$ cat config.mk
export PLATFORM = sky130hd
export DESIGN_NAME = mult_div_unit
export DESIGN_NICKNAME = d
export VERILOG_FILES = /design/src/rtl/mult_div_unit_pkg.sv /design/src/rtl/mult_div_unit_md_datapath.sv /design/src/rtl/mult_div_unit.sv
export SDC_FILE = /design/constraint.sdc
export NUM_CORES = 1
export LEC_CHECK = 0
export CAP_MARGIN = 30
export CORE_UTILIZATION = 50
export DETAILED_ROUTE_END_ITERATION = 7
export PLACE_DENSITY = 0.73
export SLEW_MARGIN = 15
export SYNTH_ARGS = -nofsm -noshare
export SYNTH_HDL_FRONTEND = slang
export SYNTH_SLANG_ARGS = --single-unit
$ cat constraint.sdc
create_clock -name CLK -period 5.54 [get_ports CLK]
set_clock_uncertainty 0.2 [all_clocks]
set_input_delay 0.831 -clock CLK [delete_from_list [all_inputs] [get_ports CLK]]
set_output_delay 0.831 -clock CLK [all_outputs]
set_load 0.1 [all_outputs]
$ cat src/rtl/mult_div_unit_pkg.sv
// Shared encodings for the HI/LO multiply/divide unit.
// Holds the op and FSM state encodings and the default datapath width.
package mult_div_unit_pkg;

    localparam int unsigned WIDTH_DEFAULT = 32;

    localparam logic [2:0] OP_MULT  = 3'b000;
    localparam logic [2:0] OP_MULTU = 3'b001;
    localparam logic [2:0] OP_DIV   = 3'b010;
    localparam logic [2:0] OP_DIVU  = 3'b011;
    localparam logic [2:0] OP_MTHI  = 3'b100;
    localparam logic [2:0] OP_MTLO  = 3'b101;

    typedef enum logic [1:0] {
        S_IDLE,
        S_CALC,
        S_FIX
    } md_state_e;

    function automatic logic is_div_op(input logic [2:0] op);
        return (op == OP_DIV) || (op == OP_DIVU);
    endfunction

    function automatic logic is_signed_op(input logic [2:0] op);
        return (op == OP_MULT) || (op == OP_DIV);
    endfunction

endpackage

$ cat src/rtl/mult_div_unit_md_datapath.sv
// Shift-register datapath for the iterative multiply/divide unit.
// One shared adder performs either a shift-add or a restoring-divide step each cycle.
module md_datapath
    import mult_div_unit_pkg::*;
#(
    parameter int unsigned WIDTH = WIDTH_DEFAULT
) (
    input  logic             CLK,
    input  logic             RST,
    input  logic             load,
    input  logic             step,
    input  logic             is_div,
    input  logic [WIDTH-1:0] a_val,
    input  logic [WIDTH-1:0] b_val,
    output logic [WIDTH-1:0] acc_hi,
    output logic [WIDTH-1:0] acc_lo
);

    logic [2*WIDTH-1:0] acc_q;
    logic [2*WIDTH-1:0] acc_step;
    logic [WIDTH-1:0]   opnd_q;
    logic [WIDTH:0]     lhs;
    logic [WIDTH:0]     rhs;
    logic [WIDTH+1:0]   sum;

    assign acc_hi = acc_q[2*WIDTH-1:WIDTH];
    assign acc_lo = acc_q[WIDTH-1:0];

    // Divide computes {rem,next dividend bit} - divisor; sum MSB set means no borrow.
    always_comb begin
        lhs = is_div ? {acc_hi, acc_lo[WIDTH-1]} : {1'b0, acc_hi};
        if (is_div) begin
            rhs = ~{1'b0, opnd_q};
        end else begin
            rhs = acc_lo[0] ? {1'b0, opnd_q} : '0;
        end
        sum = {1'b0, lhs} + {1'b0, rhs} + (WIDTH+2)'(is_div);

        if (!is_div) begin
            acc_step = {sum[WIDTH:0], acc_lo[WIDTH-1:1]};
        end else if (sum[WIDTH+1]) begin
            acc_step = {sum[WIDTH-1:0], acc_lo[WIDTH-2:0], 1'b1};
        end else begin
            acc_step = {lhs[WIDTH-1:0], acc_lo[WIDTH-2:0], 1'b0};
        end
    end

    // Multiply: low word holds the multiplier, opnd_q the multiplicand.
    // Divide: low word holds the dividend, opnd_q the divisor.
    always_ff @(posedge CLK) begin
        if (!RST) begin
            acc_q  <= '0;
            opnd_q <= '0;
        end else if (load) begin
            acc_q  <= {{WIDTH{1'b0}}, is_div ? a_val : b_val};
            opnd_q <= is_div ? b_val : a_val;
        end else if (step) begin
            acc_q  <= acc_step;
        end
    end

endmodule

$ cat src/rtl/mult_div_unit.sv
// Iterative HI/LO multiply/divide unit: FSM, iteration counter, sign fix-up and HI/LO.
// MULT/DIV results appear WIDTH+1 cycles after issue; MTHI/MTLO write on the issue edge.
module mult_div_unit
    import mult_div_unit_pkg::*;
#(
    parameter int unsigned WIDTH = WIDTH_DEFAULT
) (
    input  logic             CLK,
    input  logic             RST,
    input  logic             start,
    input  logic [2:0]       op,
    input  logic [WIDTH-1:0] rs_val,
    input  logic [WIDTH-1:0] rt_val,
    input  logic             flush,
    output logic             busy,
    output logic             done,
    output logic [WIDTH-1:0] HI,
    output logic [WIDTH-1:0] LO
);

    localparam int unsigned CNT_W = (WIDTH > 1) ? $clog2(WIDTH) : 1;
    localparam logic [CNT_W-1:0] CNT_LAST = CNT_W'(WIDTH - 1);

    md_state_e        state;
    logic [CNT_W-1:0] cnt;
    logic             busy_q;
    logic             done_q;
    logic [WIDTH-1:0] hi_q;
    logic [WIDTH-1:0] lo_q;

    logic             is_div_q;
    logic             neg_q;
    logic             rem_neg_q;
    logic             div_zero_q;
    logic [WIDTH-1:0] rs_raw_q;

    logic             idle_accept;
    logic             md_issue;
    logic             rs_neg;
    logic             rt_neg;
    logic [WIDTH-1:0] abs_rs;
    logic [WIDTH-1:0] abs_rt;
    logic             dp_is_div;
    logic             dp_step;
    logic [WIDTH-1:0] acc_hi;
    logic [WIDTH-1:0] acc_lo;

    logic [2*WIDTH-1:0] prod;
    logic [WIDTH-1:0]   quo;
    logic [WIDTH-1:0]   rem;
    logic [WIDTH-1:0]   res_hi;
    logic [WIDTH-1:0]   res_lo;

    assign busy = busy_q;
    // A flush arriving in FIX cancels the write, so the pulse must be withdrawn too.
    assign done = done_q & ~flush;
    assign HI   = hi_q;
    assign LO   = lo_q;

    assign idle_accept = (state == S_IDLE) && start && !flush;
    assign md_issue    = idle_accept && !op[2];

    assign rs_neg = is_signed_op(op) && rs_val[WIDTH-1];
    assign rt_neg = is_signed_op(op) && rt_val[WIDTH-1];
    assign abs_rs = rs_neg ? -rs_val : rs_val;
    assign abs_rt = rt_neg ? -rt_val : rt_val;

    assign dp_is_div = (state == S_IDLE) ? is_div_op(op) : is_div_q;
    assign dp_step   = (state == S_CALC) && !flush;

    md_datapath #(
        .WIDTH (WIDTH)
    ) u_datapath (
        .CLK    (CLK),
        .RST    (RST),
        .load   (md_issue),
        .step   (dp_step),
        .is_div (dp_is_div),
        .a_val  (abs_rs),
        .b_val  (abs_rt),
        .acc_hi (acc_hi),
        .acc_lo (acc_lo)
    );

    always_comb begin
        prod = {acc_hi, acc_lo};
        if (neg_q) begin
            prod = -prod;
        end
        quo = neg_q ? -acc_lo : acc_lo;
        rem = rem_neg_q ? -acc_hi : acc_hi;

        if (!is_div_q) begin
            res_hi = prod[2*WIDTH-1:WIDTH];
            res_lo = prod[WIDTH-1:0];
        end else if (div_zero_q) begin
            res_hi = rs_raw_q;
            res_lo = '1;
        end else begin
            res_hi = rem;
            res_lo = quo;
        end
    end

    always_ff @(posedge CLK) begin
        if (!RST) begin
            state      <= S_IDLE;
            cnt        <= '0;
            busy_q     <= 1'b0;
            done_q     <= 1'b0;
            hi_q       <= '0;
            lo_q       <= '0;
            is_div_q   <= 1'b0;
            neg_q      <= 1'b0;
            rem_neg_q  <= 1'b0;
            div_zero_q <= 1'b0;
            rs_raw_q   <= '0;
        end else if (flush) begin
            state  <= S_IDLE;
            cnt    <= '0;
            busy_q <= 1'b0;
            done_q <= 1'b0;
        end else begin
            unique case (state)
                S_IDLE: begin
                    if (start) begin
                        case (op)
                            OP_MTHI: hi_q <= rs_val;
                            OP_MTLO: lo_q <= rs_val;
                            OP_MULT, OP_MULTU, OP_DIV, OP_DIVU: begin
                                state      <= S_CALC;
                                cnt        <= '0;
                                busy_q     <= 1'b1;
                                is_div_q   <= is_div_op(op);
                                neg_q      <= rs_neg ^ rt_neg;
                                rem_neg_q  <= rs_neg;
                                div_zero_q <= (rt_val == '0);
                                rs_raw_q   <= rs_val;
                            end
                            default: ;
                        endcase
                    end
                end
                S_CALC: begin
                    if (cnt == CNT_LAST) begin
                        state  <= S_FIX;
                        cnt    <= '0;
                        done_q <= 1'b1;
                    end else begin
                        cnt <= cnt + 1'b1;
                    end
                end
                S_FIX: begin
                    hi_q   <= res_hi;
                    lo_q   <= res_lo;
                    state  <= S_IDLE;
                    busy_q <= 1'b0;
                    done_q <= 1'b0;
                end
                default: state <= S_IDLE;
            endcase
        end
    end

endmodule

== Word level (Yosys, flattened, before mapping) ==
Index checks and enable logic that the tools add are counted.
W data, S select, Z words.

* Output and inout port bits: 66
* Memory bits (writable): 0
* ROM bits: 0
* Memories kept: 0
* Flip-flop bits (word level): 205
* Input port bits: 71
* Word-level logic and storage cells: 105
* Latch bits: 0

* Mux-type cells: 38
* Add/subtract/negate cells: 8
* Shift operators: 0
* Order comparisons: 0
* $mul: 0
* Bitwise logic cells: 5
* Equal/unequal tests: 13
* Divide/modulo/power cells: 0
* Reduce and logical (&&, ||, !) cells: 27

{| class="wikitable"
|+ Operators with widths
! operator !! number
|-
| $mux W32 || 17
|-
| $mux W64 || 3
|-
| $neg A32 Y32 || 4
|-
| $pmux W32 S2 || 2
|-
| $mux W33 || 2
|-
| $neg A64 Y64 || 1
|-
| $add A33 B33 Y34 || 1
|-
| $add A34 B1 Y34 || 1
|-
| $not A32 Y33 || 1
|-
| $logic_not A32 Y1 || 1
|-
| $mux W5 || 3
|-
| $reduce_and A4 Y1 || 3
|-
| $pmux W5 S2 || 1
|-
| $reduce_and A3 Y1 || 3
|-
| $ne A2 B1 Y1 const B || 4
|-
| $reduce_bool A2 Y1 || 4
|-
| $eq A3 B2 Y1 const B || 2
|-
| $eq A3 B3 Y1 const B || 2
|-
| $logic_and A1 B1 Y1 || 6
|-
| $mux W2 || 3
|-
| $add A5 B1 Y5 const B || 1
|-
| $eq A5 B5 Y1 const B || 1
|-
| $mux W1 || 4
|-
| $pmux W1 S2 || 2
|-
| 15 further kinds || 19
|}

== Depth between registers and ports, before layout ==
* Depth in word-level cells: 10
* Gate-level depth with buffers: 22
* Depth with buffers taken out: 17

== Modules after synthesis ==
A second synthesis with hierarchy kept.

* Cell total of the unflattened synthesis: 2212
* Area, all modules: 16643.5 um^2

{| class="wikitable"
|+ Modules (own cells, without submodules)
! module !! instances !! seq. area each (um^2) !! cells each !! area each (um^2)
|-
| mult_div_unit || 1 || 2182.1 || 1275 || 8956.1
|-
| md_datapath || 1 || 1921.8 || 937 || 7687.4
|}

== Worst setup path before layout ==
No wires, ideal clock.

* Path type: input-to-reg
* Start: in op[2]
* End: reg u_datapath.acc_q[62]
* Setup time: 0.069 ns
* Arrival: 5.002 ns
* Stages: 20
* Required time: 5.271 ns
* Path slack: 0.269 ns
* Cells stage by stage: nor4b_4 a21o_1 clkbuf_1 clkbuf_1 clkbuf_1 nor2_1 a21oi_1 ha_1 and2_1 a221o_2 fa_1 a211oi_1 o211a_1 a211oi_1 o21ai_0 nand2_1 a41oi_1 xnor2_1 a2111o_1 o21ai_1

* Longest elaborated chain between the ends: 8
* Elaborated cells on any way between the ends: 13
* Those cells by class: 2 x add/sub; 2 x eq/ne; 5 x mux; 4 x reduce/logical

{| class="wikitable"
|+ Ends and longest elaborated chain
! what !! line !! text
|-
| start: declaration || mult_div_unit.sv:11 || <nowiki>input logic [2:0] op,</nowiki>
|-
| $eq A3 B2 Y1 || mult_div_unit_pkg.sv:21 || <nowiki>return (op == OP_DIV) || (op == OP_DIVU);</nowiki>
|-
| $logic_or A1 B1 Y1 || mult_div_unit_pkg.sv:21 ||
|-
| $mux W1 || mult_div_unit.sv:68 || <nowiki>assign dp_is_div = (state == S_IDLE) ? is_div_op(op) : is_div_q;</nowiki>
|-
| $mux W33, on equally long branches || mult_div_unit_md_datapath.sv:31, mult_div_unit_md_datapath.sv:32 ||
|-
| $add A33 B33 Y34 || mult_div_unit_md_datapath.sv:37 || <nowiki>sum = {1'b0, lhs} + {1'b0, rhs} + (WIDTH+2)'(is_div);</nowiki>
|-
| $add A34 B1 Y34 || mult_div_unit_md_datapath.sv:37 ||
|-
| $mux W64 || mult_div_unit_md_datapath.sv:41 || <nowiki>end else if (sum[WIDTH+1]) begin</nowiki>
|-
| $mux W64 || mult_div_unit_md_datapath.sv:39 || <nowiki>if (!is_div) begin</nowiki>
|-
| end signal: assignment || mult_div_unit_md_datapath.sv:55 || <nowiki>acc_q <= {{WIDTH{1'b0}}, is_div ? a_val : b_val};</nowiki>
|-
| end signal: assignment || mult_div_unit_md_datapath.sv:58 || <nowiki>acc_q <= acc_step;</nowiki>
|-
| end: declaration || mult_div_unit_md_datapath.sv:19 || <nowiki>logic [2*WIDTH-1:0] acc_q;</nowiki>
|}

Parallel ways exist; a longest one is shown, timed or not.
A chain may end at the register's enable or synchronous reset.

== Final worst setup path ==
* Start: in op[1]
* End: reg u_datapath.acc_q[62]

* Longest elaborated chain between the ends: 8
* Elaborated cells on any way between the ends: 10
* Those cells by class: 2 x add/sub; 2 x eq/ne; 5 x mux; 1 x reduce/logical

{| class="wikitable"
|+ Ends and longest elaborated chain
! what !! line
|-
| $eq A3 B2 Y1 || mult_div_unit_pkg.sv:21
|-
| $logic_or A1 B1 Y1 (*) || mult_div_unit_pkg.sv:21
|-
| $mux W1 (*) || mult_div_unit.sv:68
|-
| $mux W33, on equally long branches || mult_div_unit_md_datapath.sv:31, mult_div_unit_md_datapath.sv:32
|-
| $add A33 B33 Y34 || mult_div_unit_md_datapath.sv:37
|-
| $add A34 B1 Y34 || mult_div_unit_md_datapath.sv:37
|-
| $mux W64 || mult_div_unit_md_datapath.sv:41
|-
| $mux W64 (*) || mult_div_unit_md_datapath.sv:39
|}

Mark *: on every way between the ends. The rest lies on a longest branch, timed or not.

==> flow_summary_export.csv <==
group,metric,value,unit
synth,synth_compound_area_share,31.2,%
power,p_leak,7.06,nW
synth,synth_most_common_cell,"nand2_1",
grt,grt_usage,36.0,%
synth,synth_fp_nets,2394,
synth,synthTopCellsByArea,"dfxtp_1 (26%), nand2_1 (10%), a21oi_1 (6.3%)",
synth,yosysTopAreaCellShare,25.5,%
clock_network,cts_made_buffers,25,
hold_path,hp-class,"flip-flop to flip-flop",
synth,synth_edf_count,0,
critical_path,rrSetupSlack,0.61,ns
synth,yosysTopAreaCell,"dfxtp_1",
floorplan,dieWidth,181,um
clock_network,hold_buffers,0,
route,drt_iter0_drc,2250,
cells_and_area,syn_to_final_growth,16.7,%
clock_network,cts_tree,"yes",
sta,setup_tns,0,ns
synth,synth_top_family_by_area,"compound AO/OA/AOI/OAI gates",
place,place.port_buffers,136,
cells_and_area,diodes,0,
sta,tightest_slew,1.02,ns
synth,avgSynthCellArea,7.05,um2
route,detail-route-antenna-nets,0,
grt,grt_pass1_vias,16000,
critical_path,reg2reg_to,"u_datapath.acc_q[62]",
sta,hold_violations,0,
clock_network,cts_buffer_depth,3,
clock_network,cts_num_sinks,205,
sta,max_freq,0.196,GHz
sta,setup_violations,0,
synth,synth-xor-area-share,8.38,%
synth,ys_ff_latch,205,
grt,grt_max_degree,99,
cells_and_area,drive_gt1_share,7.81,%
sta,finalCritPeriodShare,92.2,%
synth,synthSimpleGateAreaFrac,23.2,%
synth,ys_seq_area_share,25.5,%
place,dp_cells,2712,
floorplan,start_util,50.9,%
critical_path,cp.required,5.81,ns
synth,synth-async-reset-ratio,0,%
sta,whs,0.259,ns
critical_path,worstSetupPathType,"input port to flip-flop",
clock_network,cts_resized,0,
power,irDropWorstVdd,0.236,mV
cells_and_area,stdcell_area,18800,um2
critical_path,critical_path_arrival,5.38,ns
synth,synthFlopType,"dfxtp_1",
power,cellPowerDensity,224,nW/um2
critical_path,worst-r2r-cell-count,18,
route,drcViolationCount,0,
critical_path,cp-end-kind,"flip-flop",
synth,synth_area,16100,um2
hold_path,hp-start,"done_q",
sta,timing.final.crit_period,5.11,ns
floorplan,dieHeight,181,um
synth,synth_top_cells_by_count,"nand2_1 (448), dfxtp_1 (205), a21oi_1 (201)",
route,wire_per_inst,22.2,um
sta,drv_slew,0,
synth,synthMuxAreaShare,2.76,%
critical_path,reg2reg_from,"state[1]",
run,max_cap_viol_count,0,
synth,ys.warnings.count,0,
route,via_per_inst,6.41,
floorplan,io_pins,137,
floorplan,core-area,31600,um2
route,drtPass1Iterations,8,
grt,grt.overflow.total,0,
hold_path,min_to,"done_q",
cells_and_area,final-instance-count-excl-fill,2758,
synth,synth_adder_area_share,3.08,%
grt,grt_antenna_before_repair,0,
clock_network,clk_pin_slew,0.06,ns
sta,relSlewSlack,31.7,%
place,dp_slack,-0.0447,ns
floorplan,num_rows,65,
clock_network,cts_setup_buffers,0,
place,hpwlAfterDp,44900,um
clock_network,worstSkewPairLatency,0.54,ns
route,vias,17700,
sta,worst_slack,0.434,ns
floorplan,die_area,32900,um2
critical_path,cp_max_fo,5,
outcome,outcome,"finished clean",
hold_path,whs_path_depth,2,
synth,synth.distinct_cells,85,
synth,netlist_instances,2284,
sta,rsz0062_at_grt,"no",
place,gp_congestion,0.999,
critical_path,critPathLaunchType,"input port",
grt,grt_first_pass_wirelength,92800,um
place,place_area,18000,um2
clock_network,root_buffer,"clkbuf_16",
clock_network,htreeDepth,1,
cells_and_area,final_nets,2447,
route,wirelength,61200,um
[flip-flops by register name, summed over array words and instances (netlist names)]
signal / cells
cnt: 5
u_datapath.acc_q: 64
busy: 1
div_zero_q: 1
u_datapath.opnd_q: 32
state: 2
rem_neg_q: 1
done_q: 1
rs_raw_q: 32
HI: 32
is_div_q: 1
neg_q: 1
LO: 32
[placed cells by master (no fill, tap or decap), drive strengths merged, types with 8 or more instances in the layout]
cell           netlist  final
xnor2              101    101
ha                  38     38
nor4                16     16
nand4               15     15
nor2b               18     18
or3                 22     22
a21o                11     11
nand2              448    448
a21oi              201    201
a31o                16     16
o22ai               12     12
clkdlybuf4s50        0    135
and2                13     13
o211a                9      9
a221oi              10     10
a21boi              92     92
inv                 34     35
o221ai              30     30
o21bai               8      8
nand3               51     51
o21ai              155    155
nand2b              13     13
o41ai                9      9
o211ai              68     68
or4                 11     11
nor3                39     39
and3                 9      9
mux2i               41     41
xor2                53     53
nor2               166    166
o31ai               31     31
clkbuf             175     32
buf                 31     97
clkinv               0      9
dfxtp              205    205
a31oi               26     26
a211oi              36     36
[worst max-delay path, stage by stage]
cell,delay [ns]
clkdlybuf4s50_1,0.50
nor4b_4,0.51
a21o_4,0.18
nor2_1,0.04
a21oi_1,0.12
ha_1,0.27
and2_1,0.17
a221o_2,0.36
fa_1,0.39
a211oi_1,0.37
o211a_1,0.21
a211oi_1,0.05
o21ai_0,0.20
buf_4,0.15
nand2_1,0.08
a41oi_1,0.31
xnor2_1,0.14
a2111o_1,0.41
o21ai_1,0.07
[logic make-up (layout without fill, tap and decap cells)]
family / Yosys count / count (layout)
AND/OR/NAND/NOR: 839 / 839
AO/OA/AOI/OAI: 763 / 763
buffers and inverters: 240 / 312
flip-flops: 205 / 205
XOR/XNOR: 154 / 154
multiplexers: 44 / 44
adder cells (fa/ha/maj): 39 / 39
[through the flow]
step	utilization [%]	power (mW)
3_5_place_dp	56.8	2.53
6_report	59.4	4.21
4_1_cts	59.4	4.19
3_3_place_gp	56.7	2.52
2_1_floorplan	-	2.19
5_1_grt	59.4	4.35
[report_power, final]
part	internal (mW)	switching [mW]	total, mW
Sequential	1.52	0.0655	1.58
Clock	0.977	0.702	1.68
Combinational	0.332	0.616	0.948
[final cells by class]
| type | instances | area (um2) |
|---|---|---|
| clock buffers | 32 | 692 |
| well taps | 402 | 503 |
| multi-input cells | 1839 | 11100 |
| repair buffers | 232 | 2120 |
| flip-flops and latches | 205 | 4110 |
| inverters | 34 | 128 |
| fillers | 2965 | 12900 |
| clock inverters | 14 | 133 |
[metal layers]
| metal | share of wire (%) | GRT usage, % | vias up |
|---|---|---|---|
| li1 | - | - | 8250 |
| met1 | 41 | 47.8 | 8292 |
| met2 | 44 | 56.5 | 951 |
| met3 | 9.4 | 5.56 | 184 |
| met4 | 5.6 | 18.3 | 0 |
| met5 | 0 | 0 | - |
[worst max-delay path by stage]
stage | slack [ns] | endpoint | startpoint
floorplan | 0.27 | u_datapath.acc_q[62] | op[2]
global placement | 0.03 | u_datapath.acc_q[62] | op[1]
detailed placement | -0.04 | u_datapath.acc_q[62] | op[1]
CTS | 0.48 | u_datapath.acc_q[62] | op[1]
global route | 0.24 | u_datapath.acc_q[61] | op[1]
finish | 0.43 | u_datapath.acc_q[62] | op[1]
Note: power is estimated with default switching activity, not from simulation.
